$ cat src/rtl/gpio_debounce_pkg.sv
// Shared constants and helpers for the GPIO switch debouncer.
//
// Contents:
//   DEBOUNCE_TICK_DIV_DEFAULT     - clock cycles per sample tick (1 ms at 50 MHz)
//   DEBOUNCE_STABLE_TICKS_DEFAULT - consecutive differing ticks before a flip
//   TB_TICK_DIV / TB_STABLE_TICKS - short values for simulation builds
//   cnt_width()                   - counter width helper (at least 1 bit)
package gpio_debounce_pkg;

    localparam int DEBOUNCE_TICK_DIV_DEFAULT     = 50000;
    localparam int DEBOUNCE_STABLE_TICKS_DEFAULT = 8;

    localparam int TB_TICK_DIV     = 4;
    localparam int TB_STABLE_TICKS = 3;

    // Width needed to count 0..n-1; a one-state counter still needs one bit.
    function automatic int cnt_width(input int n);
        return (n > 1) ? $clog2(n) : 1;
    endfunction

endpackage

$ cat src/rtl/gpio_input_debouncer_if.sv
// Signal bundle between the board switch pins and the SoC GPIO read path.
//
// Signals:
//   io_raw        - raw asynchronous switch levels
//   io_debounced  - filtered levels (feeds io_gpioA_read)
//   io_rise       - one-cycle 0->1 event per bit
//   io_fall       - one-cycle 1->0 event per bit
//   io_changed    - any rise or fall this cycle
//   io_eventClear - per-bit clear of sticky event flags
//   io_events     - sticky event flags (zero unless GPIO_DEBOUNCE_EVENT_LATCH_EN)
//
// Modports: master = the debouncer, slave = the consumer (SoC / pins side).
interface gpio_input_debouncer_if #(
    parameter int WIDTH = 16
);
    logic [WIDTH-1:0] io_raw;
    logic [WIDTH-1:0] io_debounced;
    logic [WIDTH-1:0] io_rise;
    logic [WIDTH-1:0] io_fall;
    logic             io_changed;
    logic [WIDTH-1:0] io_eventClear;
    logic [WIDTH-1:0] io_events;

    modport master (
        input  io_raw,
        input  io_eventClear,
        output io_debounced,
        output io_rise,
        output io_fall,
        output io_changed,
        output io_events
    );

    modport slave (
        output io_raw,
        output io_eventClear,
        input  io_debounced,
        input  io_rise,
        input  io_fall,
        input  io_changed,
        input  io_events
    );
endinterface

$ cat src/rtl/gpio_debounce_bit.sv
// One-bit switch conditioner: two-flop synchroniser, stability counter,
// filtered level flop and registered rise/fall pulses.
//
// Ports:
//   io_mainClk - SoC clock
//   io_reset   - synchronous active-high reset
//   tick       - shared sample strobe from the top-level prescaler
//   raw        - asynchronous switch input
//   level      - filtered level
//   rise/fall  - one-cycle pulses, aligned with the first cycle of the new level
module gpio_debounce_bit
    import gpio_debounce_pkg::*;
#(
    parameter int STABLE_TICKS = DEBOUNCE_STABLE_TICKS_DEFAULT
) (
    input  logic io_mainClk,
    input  logic io_reset,
    input  logic tick,
    input  logic raw,
    output logic level,
    output logic rise,
    output logic fall
);

    localparam int            CW   = cnt_width(STABLE_TICKS);
    localparam logic [CW-1:0] LAST = CW'(STABLE_TICKS - 1);

    logic          sync_p0;
    logic          sync_p1;
    logic [CW-1:0] cnt;

    always_ff @(posedge io_mainClk) begin
        if (io_reset) begin
            sync_p0 <= 1'b0;
            sync_p1 <= 1'b0;
            cnt     <= '0;
            level   <= 1'b0;
            rise    <= 1'b0;
            fall    <= 1'b0;
        end else begin
            // Stage p0/p1: metastability synchroniser; only sync_p1 is used.
            sync_p0 <= raw;
            sync_p1 <= sync_p0;

            // Stage p2: stability filter and level/pulse registers.
            rise <= 1'b0;
            fall <= 1'b0;
            if (sync_p1 == level) begin
                // Any return to the current level restarts the count,
                // independent of tick, so bounce never accumulates.
                cnt <= '0;
            end else if (tick && cnt == LAST) begin
                level <= sync_p1;
                cnt   <= '0;
                rise  <= sync_p1;
                fall  <= ~sync_p1;
            end else if (tick) begin
                cnt <= cnt + CW'(1);
            end
        end
    end

endmodule

$ cat src/rtl/gpio_input_debouncer.sv
// Debounces the Basys3 slide switches before they reach the Murax GPIO read
// bus. Each bit gets its own synchroniser and stability counter; all bits
// share one sample-tick prescaler.
//
// Ports:
//   io_mainClk - SoC clock (50 MHz)
//   io_reset   - synchronous active-high reset
//   pins       - gpio_input_debouncer_if.master bundle (raw in, filtered
//                level, rise/fall/changed events, optional sticky events)
//
// Build option: define GPIO_DEBOUNCE_EVENT_LATCH_EN to enable the sticky
// io_events flags with per-bit io_eventClear. Without it io_events is 0 and
// io_eventClear is ignored.
module gpio_input_debouncer
    import gpio_debounce_pkg::*;
#(
    parameter int WIDTH        = 16,
    parameter int TICK_DIV     = DEBOUNCE_TICK_DIV_DEFAULT,
    parameter int STABLE_TICKS = DEBOUNCE_STABLE_TICKS_DEFAULT
) (
    input logic                  io_mainClk,
    input logic                  io_reset,
    gpio_input_debouncer_if.master pins
);

    localparam int            PW       = cnt_width(TICK_DIV);
    localparam logic [PW-1:0] PRE_LAST = PW'(TICK_DIV - 1);

    logic [PW-1:0]    prescale;
    logic             tick;
    logic [WIDTH-1:0] level_v;
    logic [WIDTH-1:0] rise_v;
    logic [WIDTH-1:0] fall_v;

    // With TICK_DIV == 1 the counter sits at 0 == PRE_LAST: tick every cycle.
    assign tick = (prescale == PRE_LAST);

    always_ff @(posedge io_mainClk) begin
        if (io_reset) begin
            prescale <= '0;
        end else if (tick) begin
            prescale <= '0;
        end else begin
            prescale <= prescale + PW'(1);
        end
    end

    for (genvar i = 0; i < WIDTH; i++) begin : g_bit
        gpio_debounce_bit #(
            .STABLE_TICKS(STABLE_TICKS)
        ) u_bit (
            .io_mainClk(io_mainClk),
            .io_reset  (io_reset),
            .tick      (tick),
            .raw       (pins.io_raw[i]),
            .level     (level_v[i]),
            .rise      (rise_v[i]),
            .fall      (fall_v[i])
        );
    end

    assign pins.io_debounced = level_v;
    assign pins.io_rise      = rise_v;
    assign pins.io_fall      = fall_v;
    assign pins.io_changed   = |(rise_v | fall_v);

`ifdef GPIO_DEBOUNCE_EVENT_LATCH_EN
    logic [WIDTH-1:0] events_q;

    // A new event outranks a clear arriving in the same cycle.
    always_ff @(posedge io_mainClk) begin
        if (io_reset) begin
            events_q <= '0;
        end else begin
            events_q <= (events_q & ~pins.io_eventClear) | rise_v | fall_v;
        end
    end

    assign pins.io_events = events_q;
`else
    logic unused_event_clear;
    assign unused_event_clear = ^pins.io_eventClear;
    assign pins.io_events     = '0;
`endif

endmodule

$ cat src/flat_wrapper.sv
// flat-port wrapper written by rule: the top's interface ports become plain ports
module gpio_input_debouncer_flat import gpio_debounce_pkg::*;
#(
    parameter int WIDTH        = 16,
    parameter int TICK_DIV     = DEBOUNCE_TICK_DIV_DEFAULT,
    parameter int STABLE_TICKS = DEBOUNCE_STABLE_TICKS_DEFAULT
)
  (io_mainClk, io_reset, pins_io_raw, pins_io_eventClear, pins_io_debounced, pins_io_rise, pins_io_fall, pins_io_changed, pins_io_events);
  gpio_input_debouncer_if #(.WIDTH(WIDTH)) pins_i ();
  input logic io_mainClk;
  input logic io_reset;
  input wire logic [$bits(pins_i.io_raw)-1:0] pins_io_raw;
  input wire logic [$bits(pins_i.io_eventClear)-1:0] pins_io_eventClear;
  output wire logic [$bits(pins_i.io_debounced)-1:0] pins_io_debounced;
  output wire logic [$bits(pins_i.io_rise)-1:0] pins_io_rise;
  output wire logic [$bits(pins_i.io_fall)-1:0] pins_io_fall;
  output wire logic [$bits(pins_i.io_changed)-1:0] pins_io_changed;
  output wire logic [$bits(pins_i.io_events)-1:0] pins_io_events;
  assign pins_i.io_raw = pins_io_raw;
  assign pins_i.io_eventClear = pins_io_eventClear;
  assign pins_io_debounced = pins_i.io_debounced;
  assign pins_io_rise = pins_i.io_rise;
  assign pins_io_fall = pins_i.io_fall;
  assign pins_io_changed = pins_i.io_changed;
  assign pins_io_events = pins_i.io_events;
  gpio_input_debouncer #(.WIDTH(WIDTH), .TICK_DIV(TICK_DIV), .STABLE_TICKS(STABLE_TICKS)) u_core (.io_mainClk(io_mainClk), .io_reset(io_reset), .pins(pins_i));
endmodule
$ cat config.mk
export PLATFORM = sky130hd
export DESIGN_NAME = gpio_input_debouncer_flat
export DESIGN_NICKNAME = d
export VERILOG_FILES = /design/src/rtl/gpio_debounce_pkg.sv /design/src/rtl/gpio_input_debouncer_if.sv /design/src/rtl/gpio_debounce_bit.sv /design/src/rtl/gpio_input_debouncer.sv /design/src/flat_wrapper.sv
export SDC_FILE = /design/constraint.sdc
export NUM_CORES = 1
export LEC_CHECK = 0
export BUFFER_PORTS_ARGS = -buffer_cell sky130_fd_sc_hd__buf_2
export CELL_PAD_IN_SITES_DETAIL_PLACEMENT = 1
export CELL_PAD_IN_SITES_GLOBAL_PLACEMENT = 1
export CORE_MARGIN = 2
export CORE_UTILIZATION = 30
export DETAILED_ROUTE_END_ITERATION = 10
export PLACE_DENSITY_LB_ADDON = 0.1
export RECOVER_POWER = 50
export SYNTH_ARGS = -nofsm -noshare
export SYNTH_HDL_FRONTEND = slang
export SYNTH_HIERARCHICAL = 1
export SYNTH_SLANG_ARGS = --single-unit
$ cat constraint.sdc
create_clock -name io_mainClk -period 6.77 [get_ports io_mainClk]
set_input_delay 0.3385 -clock io_mainClk [delete_from_list [all_inputs] [get_ports io_mainClk]]
set_output_delay 0.3385 -clock io_mainClk [all_outputs]
set_load 0.1 [all_outputs]
# Word level (Yosys, flattened, before mapping)
# Cells that the tools add are included.
[classes]
add_sub_neg = 17
eq_ne = 33
bitwise_logic = 49
n_reduce_logical = 66
[ops]
columns = ["cell", "n"]
rows = [
  ["$reduce_or A3 Y1", 32],
  ["$add A3 B1 Y3 const B", 16],
  ["$eq A3 B3 Y1 const B", 16],
  ["$not A1 Y1", 48],
  ["$reduce_and A2 Y1", 16],
  ["$add A16 B1 Y16 const B", 1],
  ["$eq A1 B1 Y1", 16],
  ["$eq A16 B16 Y1 const B", 1],
  ["$logic_and A1 B1 Y1", 16],
  ["$or A16 B16 Y16", 1],
  ["$reduce_or A16 Y1", 1],
  ["$reduce_or A2 Y1", 1],
]
[totals]
reg_bits = 144
in_bits = 34
out_inout_bits = 65
elab_cells = 262

# Logic depth before layout (Yosys ltp)
[logic_depth]
depth_word = 4
ltp_mapped = 7
ltp_nobuf = 5

# Modules after synthesis
# The synthesis kept the hierarchy.
[modules_own_cells]
columns = ["mod", "n_inst", "cells_per_inst", "area_each_um2", "seq_area_each_um2"]
rows = [
  ["gpio_debounce_bit", 16, 27, 312.8, 160.2],
  ["gpio_input_debouncer", 1, 108, 907.1, 320.3],
]

# Least setup slack after synthesis
# Ideal clock, no wire load.
[synth_path]
kind = "register to register"
start = "register u_core.prescale[12]"
end = "register u_core.prescale[10]"
setup_ns = 0.115
t_arrival_ns = 2.788
t_required_ns = 6.655
path_slack_ns = 3.868
path_stages_with_launch = 7
path_buffers = 2
period_less_slack_ns = 2.902
cell_sequence = "dfxtp_1 > or4_1 > nor4_2 > or2_1 > buf_6 > buf_8 > nor2_1"
[synth_via]
elab_chain_len = 2
[synth_lines]
columns = ["item", "line", "source"]
rows = [
  ["start: declaration", "gpio_input_debouncer.sv:29", "logic [PW-1:0] prescale;"],
  ["start signal: assignment", "gpio_input_debouncer.sv:44", "prescale <= prescale + PW'(1);"],
  ["$eq A16 B16 Y1", "gpio_input_debouncer.sv:36", "assign tick = (prescale == PRE_LAST);"],
  ["via u_core.tick", "gpio_input_debouncer.sv:30", "logic tick;"],
  ["$reduce_or A2 Y1 (no source line)", "-", ""],
]
# The timed path passes the listed nets, and every way through them passes these cells.
# A chain may end at the register's enable or synchronous reset.

# Final worst setup path
[layout_path]
start = "register u_core.prescale[0]"
end = "register u_core.g_bit[9].u_bit.level"
[layout_via]
elab_chain_len = 3
[layout_lines]
columns = ["item", "line", "source"]
rows = [
  ["$eq A16 B16 Y1", "gpio_input_debouncer.sv:36", ""],
  ["via u_core.tick", "gpio_input_debouncer.sv:30", ""],
  ["$logic_and A1 B1 Y1", "gpio_debounce_bit.sv:52", "end else if (tick && cnt == LAST) begin"],
  ["$reduce_and A2 Y1 (no source line)", "-", ""],
  ["end signal: assignment", "gpio_debounce_bit.sv:53", "level <= sync_p1;"],
  ["end: declaration", "gpio_debounce_bit.sv:20", "output logic level,"],
]
# The timed path passes the listed nets, and every way through them passes these cells.

==> metrics.txt <==
status complete, but fails checks; failing checks capacitance limit, slew limit; sum of overflow across all layers after global routing 0; internal power component 1.459 mW; global-route usage over all layers 12.50%; share of total power consumed by net switching 22.30%; number of DRC violations after detailed-routing iteration 0 107; number of vias after detailed routing 4093; portion of the post-synthesis area used by sequential elements 48.76%; number of detailed-routing iterations run before antenna repair 4; std cell rows 51; cell area after technology mapping 5912 µm²; worst path required time 6.94 ns; die outline area 20850 µm²; Resize count post-CTS 0; pin count of the biggest net entering global routing 58; CTS Hold Buffers Added 0; final sum of negative setup slack 0 ns; Crit Path Class reg2reg; Final nets 676; final setup violation count 0; combinational power share 4.2%; setup skew after layout 0.009092 ns; Worst setup SP type flip-flop; Worst Hold Margin 0.1276 ns; via count of the first global-routing pass 4283; switching power summed over all nets 418.7 µW; worst skew pair latency 0.42 ns; fmax 0.2321 GHz; Final Hold Violating Endpoints 0; antenna viol nets, final 0; maximum count of clock buffers along a single path 2; total buffers and inverters traversed by the critical path 1; normalized max-slew margin -117.5%; Routability Congestion 0.6925; htree depth 4; biggest area consumer among synthesized cells sky130_fd_sc_hd__dfxtp_1; num ports 99; number of non-filler instances in the completed layout 886; final cycle utilization of the critical path 63.65%; number of antenna violations at the first check in global routing 0; Cell Pwr Density 274.6 nW/µm²; flip-flop and latch count after synthesis 144; Slowest Stage Delay on Critical Path 2.35 ns; Placed Cells 855; total half-perimeter wirelength after legalization and detailed placement 8398 µm; clock slew seen by the registers of the worst setup and hold paths 0.06 ns; clock root cell sky130_fd_sc_hd__clkbuf_16; max_cap viols 3; Tightest Hold Check Type in2reg; area added between synthesis and finish 15.66%; share of the core filled with cells 35.25%; number of fill cells in the layout 2213; CTS Sinks 144; Synth warnings 6; Buffers on Ports 66; worst endpoint data arrival time 4.48 ns; clock network fraction of total power 49.8%; Antenna Cells 0; detail-routed via count per cell 4.620; maximum VDD drop 146.8 µV; post-DR wirelength/cell 13.90 µm; ratio of cells with drive above 1 in the final layout 12.88%; core region area 19400 µm²; Critical Path Fanout Max 56; Tightest Pin Transition 3.263 ns; library cells used by synthesis 28; placement-stage worst setup slack 4.001 ns; cell types with the largest area share after synthesis sky130_fd_sc_hd__dfxtp_1 49%, sky130_fd_sc_hd__ha_1 7.0%, sky130_fd_sc_hd__xnor2_1 6.7%; post-CTS setup buffer count 0; remaining routing DRC violations 0; die height 144.4 µm; Cell Chain, Critical Path ha_1, nand3_1, nor4_1, clkbuf_1, a21bo_2, a21oi_1; power share of the sequential group 46.1%; per-instance average area after synthesis 10.95 µm²; setup repair after global routing missed its margin no; initial cell density of the core 30.48%; leakage power total 2.477 nW; Die X-Extent 144.4 µm; TritonCTS clock tree yes; clock buffers created by TritonCTS 17; Final min period 4.309 ns; CP max-delay cell sky130_fd_sc_hd__clkbuf_1; final wirelength 12320 µm; kind of end point of the critical path flip-flop; CP delay by family, top buffers and inverters; global-route wire length before repair 20460 µm; top-area cell type share of the netlist area 48.76%; worst setup margin 2.461 ns; Final Slew Violations 158; Synth Instances 540
worst paths after layout:
path	startpoint	endpoint	slack (ns)	depth (start not counted)
min reg2reg	u_core/g_bit[9].u_bit/sync_p0$_SDFF_PP0_	u_core/g_bit[9].u_bit/sync_p1$_SDFF_PP0_	0.43	1
max	u_core/prescale[0]$_SDFF_PP0_	u_core/g_bit[9].u_bit/level$_SDFFE_PP0P_	2.46	6
max reg2reg	u_core/prescale[0]$_SDFF_PP0_	u_core/g_bit[9].u_bit/level$_SDFFE_PP0P_	2.46	6
min	pins_io_raw[3]	u_core/g_bit[3].u_bit/sync_p0$_SDFF_PP0_	0.13	2
cell usage after synthesis, drive strengths merged:
cell type / n
nor3: 52
nor4: 13
nand4b: 1
dfxtp: 144
ha: 33
mux2i: 32
buf: 34
xnor2: 45
xor2: 1
nand2: 19
or4: 1
nand4: 5
nand3: 21
nor4b: 32
a21oi: 16
or2: 2
conb: 1
or4bb: 1
a21o: 16
nor2: 19
inv: 4
a21bo: 16
nor2b: 32
cell usage in the layout (no fill, tap or decap), types with 2 or more instances in the layout:
cell type	netlist	final
sky130_fd_sc_hd__a21bo_2	16	16
sky130_fd_sc_hd__a21o_1	16	16
sky130_fd_sc_hd__a21oi_1	16	16
sky130_fd_sc_hd__buf_2	0	17
sky130_fd_sc_hd__bufinv_16	0	3
sky130_fd_sc_hd__clkbuf_1	0	53
sky130_fd_sc_hd__clkbuf_16	0	17
sky130_fd_sc_hd__clkinv_2	0	5
sky130_fd_sc_hd__clkinv_4	0	2
sky130_fd_sc_hd__conb_1	1	16
sky130_fd_sc_hd__dfxtp_1	144	144
sky130_fd_sc_hd__ha_1	33	33
sky130_fd_sc_hd__inv_1	4	4
sky130_fd_sc_hd__mux2i_1	32	32
sky130_fd_sc_hd__nand2_1	3	3
sky130_fd_sc_hd__nand2_2	16	16
sky130_fd_sc_hd__nand3_1	21	21
sky130_fd_sc_hd__nand4_1	5	5
sky130_fd_sc_hd__nor2_1	19	19
sky130_fd_sc_hd__nor2b_1	32	32
sky130_fd_sc_hd__nor3_1	52	52
sky130_fd_sc_hd__nor4_1	12	13
sky130_fd_sc_hd__nor4b_1	32	32
sky130_fd_sc_hd__xnor2_1	45	45
layout make-up:
cell class / instances / area (µm²) / share of cell area [%]
flip-flops and latches: 144 / 2883 / 42.16
clock buffers: 20 / 446.7 / 6.532
multi-input cells: 373 / 2738 / 40.04
clock inverters: 11 / 140.1 / 2.049
inverters: 4 / 15.01 / 0.2196
well taps: 265 / 331.6 / 4.849
repair buffers: 69 / 284.0 / 4.154
metrics by stage:
| stage | power, mW | instance area [µm²] |
|---|---|---|
| 3_5_place_dp | 0.9618 | 6337 |
| 2_1_floorplan | 0.9492 | 5968 |
| 6_report | 1.878 | 6838 |
| 3_3_place_gp | 0.9602 | 6337 |
| 4_1_cts | 1.917 | 6924 |
| 5_1_grt | 1.954 | 6838 |
power by group through the flow:
| stage | Combinational [mW] | Clock, mW | Sequential [mW] |
|---|---|---|---|
| 2_1_floorplan | 0.0678 | 0 | 0.881 |
| 3_3_place_gp | 0.0770 | 0 | 0.883 |
| 3_5_place_dp | 0.0780 | 0 | 0.884 |
| 4_1_cts | 0.0782 | 0.973 | 0.865 |
| 5_1_grt | 0.0835 | 1.00 | 0.866 |
| 6_report | 0.0780 | 0.935 | 0.865 |
sequential cells by signal, summed over array words and instances (netlist names):
signal / cells
u_core/g_bit.u_bit/sync_p1: 16
u_core/g_bit.u_bit/level: 16
u_core/g_bit.u_bit/fall: 16
u_core/g_bit.u_bit/rise: 16
u_core/g_bit.u_bit/cnt: 48
u_core/g_bit.u_bit/sync_p0: 16
u_core/prescale: 16
logic make-up after synthesis:
| kind of cell | count (synthesis) | share of synthesized area (%) |
|---|---|---|
| AND/OR/NAND/NOR | 198 | 20.08 |
| XOR/XNOR | 46 | 6.815 |
| adder cells (fa/ha/maj) | 33 | 6.984 |
| flip-flops | 144 | 48.76 |
| AO/OA/AOI/OAI | 48 | 6.095 |
| other | 1 | 0.06343 |
| multiplexers | 32 | 5.418 |
| buffers and inverters | 38 | 5.778 |
layer usage:
metal | GRT usage [%] | vias to the layer above | wire length, µm
met3 | 3.377 | 15 | 437
met1 | 14.22 | 1981 | 5484
met5 | 0 | - | 0
li1 | - | 2030 | -
met4 | 5.212 | 0 | 197
met2 | 22.10 | 67 | 6195
(Power assumes the default switching activity.)
